## src/rtl/adc_model_pkg.sv

```systemverilog
//==============================================================================
// Module : adc_model_pkg
// Brief  : Shared constants, quarter-wave sine table and phase-step helper
//          for the serial SAR ADC sine model.
// Rev    : 1.0  initial release
//==============================================================================
`default_nettype none

package adc_model_pkg;

  localparam int SAMPLE_W   = 12;
  localparam int FRAME_BITS = 16;
  localparam int LEAD_ZEROS = 4;
  localparam int MIDSCALE   = 2048;
  localparam int QSIN_W     = 11;

  typedef logic [SAMPLE_W-1:0]   sample_t;
  typedef logic [FRAME_BITS-1:0] frame_t;

  // round(2047 * sin(pi/2 * i/64)), i = 0..64
  localparam logic [QSIN_W-1:0] QSIN [0:64] = '{
    11'd0,    11'd50,   11'd100,  11'd151,  11'd201,  11'd251,  11'd300,  11'd350,
    11'd399,  11'd449,  11'd497,  11'd546,  11'd594,  11'd642,  11'd690,  11'd737,
    11'd783,  11'd830,  11'd875,  11'd920,  11'd965,  11'd1009, 11'd1052, 11'd1095,
    11'd1137, 11'd1179, 11'd1219, 11'd1259, 11'd1299, 11'd1337, 11'd1375, 11'd1411,
    11'd1447, 11'd1483, 11'd1517, 11'd1550, 11'd1582, 11'd1614, 11'd1644, 11'd1674,
    11'd1702, 11'd1729, 11'd1756, 11'd1781, 11'd1805, 11'd1828, 11'd1850, 11'd1871,
    11'd1891, 11'd1910, 11'd1927, 11'd1944, 11'd1959, 11'd1973, 11'd1986, 11'd1997,
    11'd2008, 11'd2017, 11'd2025, 11'd2032, 11'd2037, 11'd2041, 11'd2045, 11'd2046,
    11'd2047
  };

  // Rounded 2^32 * 1e6 / (period_us * sclk_hz)
  function automatic logic [31:0] calc_phase_inc(input longint unsigned period_us,
                                                 input longint unsigned sclk_hz);
    longint unsigned den;
    den = period_us * sclk_hz;
    return 32'((64'd4294967296 * 64'd1000000 + den / 64'd2) / den);
  endfunction

endpackage

`default_nettype wire

```

## src/rtl/adc_sine_lut.sv

```systemverilog
//==============================================================================
// Module : adc_sine_lut
// Brief  : Combinational 8-bit phase index to 12-bit offset-binary sine sample
//          built from a quarter-wave table.
// Rev    : 1.0  initial release
//==============================================================================
`default_nettype none

module adc_sine_lut
  import adc_model_pkg::*;
(
  input  logic [7:0]          idx_i,
  output logic [SAMPLE_W-1:0] sample_o
);

  logic [1:0]        w_quad;
  logic [5:0]        w_off;
  logic [6:0]        w_tidx;
  logic [QSIN_W-1:0] w_mag;

  // Quadrants 1/3 read the table backwards; quadrants 2/3 fall below midscale
  always_comb begin
    w_quad   = idx_i[7:6];
    w_off    = idx_i[5:0];
    w_tidx   = w_quad[0] ? (7'd64 - {1'b0, w_off}) : {1'b0, w_off};
    w_mag    = QSIN[w_tidx];
    sample_o = w_quad[1] ? (SAMPLE_W'(MIDSCALE) - {1'b0, w_mag})
                         : (SAMPLE_W'(MIDSCALE) + {1'b0, w_mag});
  end

endmodule

`default_nettype wire

```

## config.mk

```make
export PLATFORM = sky130hd
export DESIGN_NAME = adc_sine_lut
export DESIGN_NICKNAME = d
export VERILOG_FILES = /design/src/rtl/adc_model_pkg.sv /design/src/rtl/adc_sine_lut.sv
export SDC_FILE = /design/constraint.sdc
export NUM_CORES = 1
export LEC_CHECK = 0
export CAP_MARGIN = 25
export CORE_MARGIN = 5
export CORE_UTILIZATION = 39
export DETAILED_ROUTE_END_ITERATION = 10
export DONT_BUFFER_PORTS = 1
export RECOVER_POWER = 100
export SYNTH_ARGS = -nofsm -noshare
export SYNTH_HDL_FRONTEND = slang
export SYNTH_SLANG_ARGS = --single-unit
```

## constraint.sdc

```tcl
create_clock -name vclk -period 9
set_input_delay 0.45 -clock vclk [all_inputs]
set_output_delay 0.45 -clock vclk [all_outputs]
set_load 0.1 [all_outputs]
```

==> key figures <==
Logic synthesis
  • Synth area leaders: ha_1 (8.4%), o21ai_0 (5.5%), xnor2_1 (4.1%)
  • Register area share after synthesis: 0%
  • Area share of the largest cell type after synthesis: 8.44%
  • Synth Warn #: 0
  • Synthesized cell area: 0.00193 sq mm
  • Dominant cell type by area after synthesis: ha_1
  • Mapped Cells: 273
  • Netlist cell types: 72
  • Synthesized Nets: 294
  • Avg Synthesized Cell Area: 7.06 sq um

Timing
  • Final slew viol count: 16
  • Worst-margin pin slew: 1.65 ns
  • Hold Vio Cnt, Final: 0
  • Setup ws final: 2.10 ns
  • Setup TNS: 0 ns
  • Fin crit share: 76.7%
  • RSZ-0062 raised after global routing: no
  • Crit path time final: 6.90 ns
  • Headroom to the max-slew limit: -11.2%
  • # setup viols final: 0
  • Fmax: about 140 MHz

Critical path
  • WP buf/inv: 3
  • CP cell instances: inv_1 -> ha_1 -> and3b_1 -> nor3_1 -> inv_1 -> a22oi_1 -> a21oi_1 -> o22ai_1 -> or4b_4 -> o41ai_2 -> xnor2_2 -> clkbuf_1
  • CP Max Fanout: 20
  • Largest stage delay, worst path: 1.33 ns
  • Critical Path Start Type: input port
  • Critical path type: input port to primary output
  • WP data required: 8.55 ns
  • Worst path most repeated cell: inv_1
  • CP endpoint kind: primary output
  • WP data arrival: 6.45 ns
  • CP max-delay cell: nor3_1
  • CP delay by family, top: simple AND/OR/NAND/NOR gates

GRT
  • Global-route wire length before repair: 9630 microns
  • Initial antenna violation count: 0
  • GRT Overall Usage: approximately 18%
  • Largest net degree at the start of global routing: 35
  • Vias in the first global route: approximately 1900
  • Gr ovfl total: 0

Detailed routing
  • Routed len/inst: 18.2 microns
  • DRT antenna net count: 0
  • Iter 0 DRT Violations: 244
  • Vias: around 2100
  • Total wire length: 5870 microns
  • Drt drc: 0
  • Via/cell ratio: 6.61
  • Detailed Routing Iterations Pass 1: 5

Hold path
  • Tightest Hold Check Type: input port to primary output

Clock network
  • Post-CTS setup buffers: 0
  • Post-CTS Hold Buffers: 0
  • PostCTS Resize Cnt: 0

Finish
  • Fill cells: ~500
  • Non-Filler Instances: around 320
  • Nets: 278
  • Ant diodes: 0
  • Register area: 0 sq um
  • Layout area overhead: 1.69%
  • Seq cells: 0
  • Clkbuf count: 0
  • Layout cells sized above 1: 12.5%
  • Layout Utilization: between 40% and 50%

Floorplan
  • Chip width: 80.3 microns
  • Initial Util: 40.5%
  • Ports: 20
  • # rows: 25
  • Die area: about 0.0064 sq mm
  • Die height: 80.3 microns
  • Placeable Area: 0.00475 sq mm

Flow run
  • Max cap viols: 1

Pwr
  • Max IR drop VDD: 0.0812 mV
  • PwrDens: 133 mW/mm^2
  • Leak: 0.696 nW

Place
  • RePlAce Congestion: 0.925
  • Pre-CTS setup slack: 3.60 ns
  • PortBufs: 0
  • DP Wirelength: 4180 microns
  • DP Cell Count: 321

Status
  • Outcome: complete, but fails checks
  • Failing checks: capacitance limit, slew limit
-- cells by family (layout without fill, tap and decap cells) --
logic type | after synthesis | count (layout) | synth area share (%)
and+or+nand+nor | 90 | 90 | 26.8
adders and majority gates | 13 | 13 | 8.44
AOI/OAI and AO/OA | 105 | 105 | 39.5
buffers and inverters | 40 | 22 | 10.8
xor gates and xnor gates | 16 | 16 | 8.77
muxes | 9 | 9 | 5.78
-- cells in the mapped netlist, types with 3 or more instances --
| master | count |
|---|---|
| o21ai_0 | 21 |
| nand2_1 | 18 |
| a21oi_1 | 13 |
| ha_1 | 13 |
| clkbuf_1 | 12 |
| nor2_1 | 12 |
| o22ai_1 | 12 |
| nor3_1 | 11 |
| buf_2 | 10 |
| nand3_1 | 10 |
| inv_1 | 9 |
| xnor2_1 | 9 |
| a211oi_1 | 7 |
| o31ai_1 | 7 |
| a31oi_1 | 6 |
| nand2b_1 | 6 |
| nor2b_1 | 6 |
| buf_6 | 5 |
| nor4_1 | 5 |
| mux2_2 | 4 |
| mux2i_1 | 4 |
| o211ai_1 | 4 |
| xor2_1 | 4 |
| nand4_1 | 3 |
| o31a_1 | 3 |
| or3_1 | 3 |
| or4_1 | 3 |
-- area by class of cell --
type,instances,area (sq um),area share [%]
Inverter,10,37.5,1.92
Multi-Input combinational cell,233,1780,90.9
Tap cell,67,83.8,4.28
Timing Repair Buffer,12,57.6,2.94
-- power breakdown --
group	total (mW)	switching (mW)	internal, mW
Clock	0	0	0
Sequential	0	0	0
Combinational	0.261	0.194	0.0666
-- layer usage --
layer / GRT usage, % / up-vias / share of wire [%]
met5: 0 / - / 0
met4: 3.04 / 0 / 1.6
met3: 1.57 / 10 / 7.4
met2: 28.1 / 103 / 46
met1: 26.5 / 1002 / 45
li1: - / 1015 / -
-- cell usage in the layout, fill, tap and decap left out, types with 3 or more instances in the layout --
| master | netlist | final |
|---|---|---|
| inv_1 | 9 | 10 |
| xor2_2 | 1 | 4 |
| nand4_1 | 3 | 3 |
| o31a_1 | 3 | 3 |
| o21ai_0 | 21 | 20 |
| o22ai_1 | 12 | 12 |
| or4_1 | 3 | 3 |
| nand2b_1 | 6 | 6 |
| mux2i_1 | 4 | 4 |
| o31ai_1 | 7 | 7 |
| nor3_1 | 11 | 12 |
| ha_1 | 13 | 13 |
| nand2_1 | 18 | 18 |
| a211oi_1 | 7 | 7 |
| o211ai_1 | 4 | 4 |
| a21oi_1 | 13 | 13 |
| buf_4 | 2 | 3 |
| a31oi_1 | 6 | 6 |
| nand3_1 | 10 | 10 |
| nor4_1 | 5 | 5 |
| clkbuf_1 | 12 | 8 |
| nor2_1 | 12 | 12 |
| or3_1 | 3 | 3 |
| xnor2_2 | 1 | 7 |
| xnor2_1 | 9 | 3 |
| mux2_2 | 4 | 4 |
| nor2b_1 | 6 | 6 |
-- stage by stage --
step	instance area, sq um	hold slack, ns	power, mW
2_1_floorplan	1930	1.53	0.223
5_1_grt	1960	1.13	0.275
6_report	1960	1.13	0.261
3_5_place_dp	2020	1.13	0.272
3_3_place_gp	1990	1.13	0.265
4_1_cts	2020	1.13	0.273
-- worst paths after layout --
kind / startpoint / end / slack (ns) / cells past startpoint
worst max-delay path: idx_i[0] / sample_o[10] / 2.10 / 12
worst min-delay path: idx_i[7] / sample_o[11] / 1.13 / 1
(Power assumes the default switching activity.)
